--- src/rtl/cpu_types_pkg.sv ---
// Shared CPU datapath types: word type, memory arbiter FSM states and the
// saturating increment used by the arbiter starvation counter.
package cpu_types_pkg;

   localparam int WORD_W   = 32;
   localparam int STREAK_W = 4;

   typedef logic [WORD_W-1:0]   word_t;
   typedef logic [STREAK_W-1:0] streak_t;

   typedef enum logic [1:0] {
      ARB_IDLE  = 2'd0,
      ARB_IBUSY = 2'd1,
      ARB_DBUSY = 2'd2
   } arb_state_t;

   function automatic streak_t sat_inc(input streak_t v, input streak_t lim);
      return (v >= lim) ? lim : v + streak_t'(1);
   endfunction

endpackage

--- src/rtl/memory_arbiter.sv ---
// Shares one RAM port between instruction fetch and data access; data wins unless
// an instruction request has waited STARVE_LIM consecutive data grants.
module memory_arbiter
   import cpu_types_pkg::*;
#(
   parameter int STARVE_LIM = 4
) (
   input  logic  CLK,
   input  logic  RST,
   input  logic  iREN,
   input  word_t iaddr,
   output logic  ihit,
   output word_t iload,
   input  logic  dREN,
   input  logic  dWEN,
   input  word_t daddr,
   input  word_t dstore,
   output logic  dhit,
   output word_t dload,
   output logic  ram_REN,
   output logic  ram_WEN,
   output word_t ram_addr,
   output word_t ram_store,
   input  word_t ram_load,
   input  logic  ram_ready,
   output logic  busy
);

   localparam streak_t LIM = streak_t'(STARVE_LIM);

   arb_state_t state_q;
   streak_t    streak_q, streak_d;
   logic       write_q;
   logic       ren_q, wen_q;
   word_t      addr_q, store_q;
   logic       dreq, d_grant;

   assign dreq     = dREN | dWEN;
   assign d_grant  = dreq && !(iREN && (streak_q == LIM));
   // Streak only grows while instruction fetch is actually being held off.
   assign streak_d = iREN ? sat_inc(streak_q, LIM) : '0;

   always_ff @(posedge CLK or posedge RST) begin
      if (RST) begin
         state_q  <= ARB_IDLE;
         streak_q <= '0;
         write_q  <= 1'b0;
         ren_q    <= 1'b0;
         wen_q    <= 1'b0;
         addr_q   <= '0;
         store_q  <= '0;
      end else begin
         case (state_q)
            ARB_IDLE: begin
               if (d_grant) begin
                  state_q  <= ARB_DBUSY;
                  streak_q <= streak_d;
                  write_q  <= dWEN;
                  wen_q    <= dWEN;
                  ren_q    <= !dWEN;
                  addr_q   <= daddr;
                  store_q  <= dstore;
               end else if (iREN) begin
                  state_q  <= ARB_IBUSY;
                  streak_q <= '0;
                  write_q  <= 1'b0;
                  ren_q    <= 1'b1;
                  wen_q    <= 1'b0;
                  addr_q   <= iaddr;
                  store_q  <= '0;
               end
            end
            default: begin
               if (ram_ready) begin
                  state_q <= ARB_IDLE;
                  ren_q   <= 1'b0;
                  wen_q   <= 1'b0;
                  addr_q  <= '0;
                  store_q <= '0;
               end
            end
         endcase
      end
   end

   assign busy      = (state_q != ARB_IDLE);
   assign ihit      = (state_q == ARB_IBUSY) && ram_ready;
   assign dhit      = (state_q == ARB_DBUSY) && ram_ready;
   assign iload     = ihit ? ram_load : '0;
   assign dload     = (dhit && !write_q) ? ram_load : '0;
   assign ram_REN   = ren_q;
   assign ram_WEN   = wen_q;
   assign ram_addr  = addr_q;
   assign ram_store = store_q;

endmodule

--- config.mk ---
export PLATFORM = sky130hd
export DESIGN_NAME = memory_arbiter
export DESIGN_NICKNAME = d
export VERILOG_FILES = /design/src/rtl/cpu_types_pkg.sv /design/src/rtl/memory_arbiter.sv
export SDC_FILE = /design/constraint.sdc
export NUM_CORES = 1
export LEC_CHECK = 0
export CORE_MARGIN = 4
export CORE_UTILIZATION = 30
export DETAILED_ROUTE_END_ITERATION = 16
export PLACE_DENSITY_LB_ADDON = 0.12
export SYNTH_ARGS = -nofsm -noshare
export SYNTH_HDL_FRONTEND = slang
export SYNTH_SLANG_ARGS = --single-unit
--- constraint.sdc ---
create_clock -name CLK -period 4.7 [get_ports CLK]
set_clock_uncertainty 0.2 [all_clocks]
set_input_delay 0.94 -clock CLK [delete_from_list [all_inputs] [get_ports CLK]]
set_output_delay 0.94 -clock CLK [all_outputs]
set_load 0.05 [all_outputs]
==> results.json <==
{
  "synth_top_area_share": 0.489,
  "period_share": 0.868,
  "cts_buffers": 9,
  "power_mw": 4.49,
  "layout_min_cycle_time_ns": 4.08,
  "antenna_found_initial": 0,
  "nNetsFinal": 760,
  "die_y_um": 120,
  "cts_resized": 0,
  "worstSetupStartpointType": "primary input",
  "powerDensity_nw_per_um2": 668,
  "num_rows": 40,
  "min_path_type": "reg -> reg",
  "dpl_worst_slack_ns": 0.623,
  "clkLatencyLatePin_ns": 0.33,
  "chipWidth_um": 120,
  "cp_common_cell": "clkdlybuf4s50_1",
  "gp_congestion": 0.914,
  "critPathMaxFanout": 32,
  "synth_cell_types": 33,
  "worst_pin_slew_ns": 0.899,
  "grtUsageTotal": 0.197,
  "num_vias": 3975,
  "status": "complete, no violations",
  "syn_inst": 376,
  "finalSetupTns_ns": 0,
  "syn-num-nets": 512,
  "cts_hold_buffers": 0,
  "cts_tree": "yes",
  "yosys_warnings": 0,
  "cts_sinks": 73,
  "antennaDiodeCount": 0,
  "max_freq_ghz": 0.245,
  "fillers": 1120,
  "worst_setup_path_end_kind": "output port",
  "crit_arrival_ns": 2.94,
  "wl_mm": 14.5,
  "clk_pin_slew_worst_paths_ns": 0.05,
  "crit_slowest_cell": "clkdlybuf4s50_1",
  "ys_top_cells_by_area": "dfrtp_1 49%, and2_1 11%, a22o_1 8.0%",
  "p_leak_nw": 2.84,
  "setup_viol": 0,
  "core_um2": 12100,
  "ys_seq_elements": 73,
  "ys_seq_area_frac": 0.489,
  "layout.cells.most_common": "clkdlybuf4s50_1",
  "via_per_inst": 5.00,
  "synth_area_leader_cell": "dfrtp_1",
  "critPathKind": "in -> out",
  "dp_hpwl_mm": 10.7,
  "drt_iter0_drc": 273,
  "routedWlPerCell_um": 18.2,
  "syn2layout_area_growth_pct": 79.9,
  "io_buffers": 266,
  "grt_pass1_vias": 4226,
  "die_area_um2": 14300,
  "drv_slew": 0,
  "worstPathRequired_ns": 3.56,
  "postSynthAreaPerCell_um2": 9.93,
  "cts_root_buffer": "clkbuf_16",
  "final_cell_mix": "249 x clkdlybuf4s50_1, 73 x dfrtp_1, 65 x and2_1",
  "grt_setup_unrepaired": "false",
  "post_cts_buffers": 0,
  "grt-ovfl-total": 0,
  "ios": 267,
  "ir_worst_vdd_uv": 276,
  "drive_gt1_frac": 0.0781,
  "layout_setup_ws_ns": 0.621,
  "initial_utilization": 0.308,
  "path_cells": "clkdlybuf4s50_1 -> nand2_1 -> nor3_2 -> buf_4 -> and2_1 -> clkdlybuf4s50_1",
  "grt_max_degree": 71,
  "remaining_drc_errors": 0,
  "hold_violations": 0,
  "syn_area_um2": 3730,
  "grt_pass1_wl_mm": 22.3,
  "htree_levels": 3,
  "drt-pass1-iter-count": 4,
  "clock_path_buffers": 2,
  "drv_cap": 0,
  "antenna_left": 0,
  "critPathMaxStageDelay_ns": 0.80,
  "max_slew_margin": 0.399
}
-- final cells by class --
class	count	area, µm²	share of cell area
clock buffers	10	229	0.0341
flip-flops and latches	73	1830	0.272
inverters	38	143	0.0212
clock inverters	4	22.5	0.00335
repair buffers	274	2680	0.399
well taps	168	210	0.0313
multi-input cells	228	1600	0.239
-- through the flow --
stage                     hold WS [ns]  instances  area (µm²)   util
after floorplan                  0.251        376        3730      -
after global placement           0.268        781        6460  0.534
after detailed placement         0.269        781        6460  0.534
after CTS                        0.286        795        6710  0.554
after global routing             0.316        795        6710  0.554
final                            0.283        795        6710  0.554
-- where the power goes --
part           leakage [nW]  switching [mW]  internal [mW]
sequential            0.931           0.163          0.913
combinational          1.79            1.86          0.963
clock                 0.124           0.245          0.348
total                  2.84            2.26           2.22
-- Yosys cell counts --
master    instances
dfrtp_1          73
and2_1           65
inv_1            37
a22o_1           34
nand4_1          33
nand3_1          32
o221ai_1         32
clkbuf_1         24
buf_2             5
buf_6             5
nand2_1           4
nor3_1            4
a21o_1            3
buf_1             3
nor2_1            3
ha_1              2
a21boi_4          1
a21oi_1           1
a31oi_1           1
a41oi_1           1
and3_1            1
and4b_1           1
inv_2             1
nand4b_1          1
nor2_4            1
nor3_2            1
nor4b_1           1
o21a_1            1
o21ai_0           1
o21ai_1           1
o22ai_1           1
or2_2             1
or3_4             1
-- critical path, delay by kind of cell --
family	cells	cell delay, ns
AND/OR/NAND/NOR	3	0.39
buffers and inverters	3	1.60
-- cells by family (layout without fill, tap and decap cells) --
| kind of cell | count (synthesis) | in the layout | synth area share |
|---|---|---|---|
| AO/OA/AOI/OAI | 77 | 77 | 0.178 |
| adder cells (fa/ha/maj) | 2 | 2 | 0.00670 |
| buffers and inverters | 75 | 326 | 0.0872 |
| flip-flops | 73 | 73 | 0.489 |
| AND/OR/NAND/NOR | 149 | 149 | 0.239 |
-- path summary, 6_finish.rpt --
check / startpoint / end / slack [ns] / cells after the start
max: ram_ready / dload[5] / 0.62 / 6
min: ram_WEN / ram_WEN / 0.28 / 1
max reg2reg: streak_q[0] / write_q / 2.37 / 6
min reg2reg: ram_WEN / ram_WEN / 0.28 / 1
max in group asynchronous: RST / ram_store[3] / 2.45 / 3
min in group asynchronous: RST / ram_addr[30] / 0.85 / 2
-- sequential cells by signal, indices dropped and copies added (netlist names) --
signal / count
ram_addr: 32
ram_WEN: 1
streak_q: 4
ram_store: 32
ram_REN: 1
state_q: 2
write_q: 1
-- per-layer routing --
layer,wire length (µm),track usage,part of all wire,vias up
met3,1170,0.0650,0.080,26
met2,7520,0.346,0.52,181
met1,5410,0.221,0.37,1910
li1,-,-,-,1858
met4,414,0.0766,0.029,0
met5,0,0,0,-
Note: power is estimated with default switching activity, not from simulation.
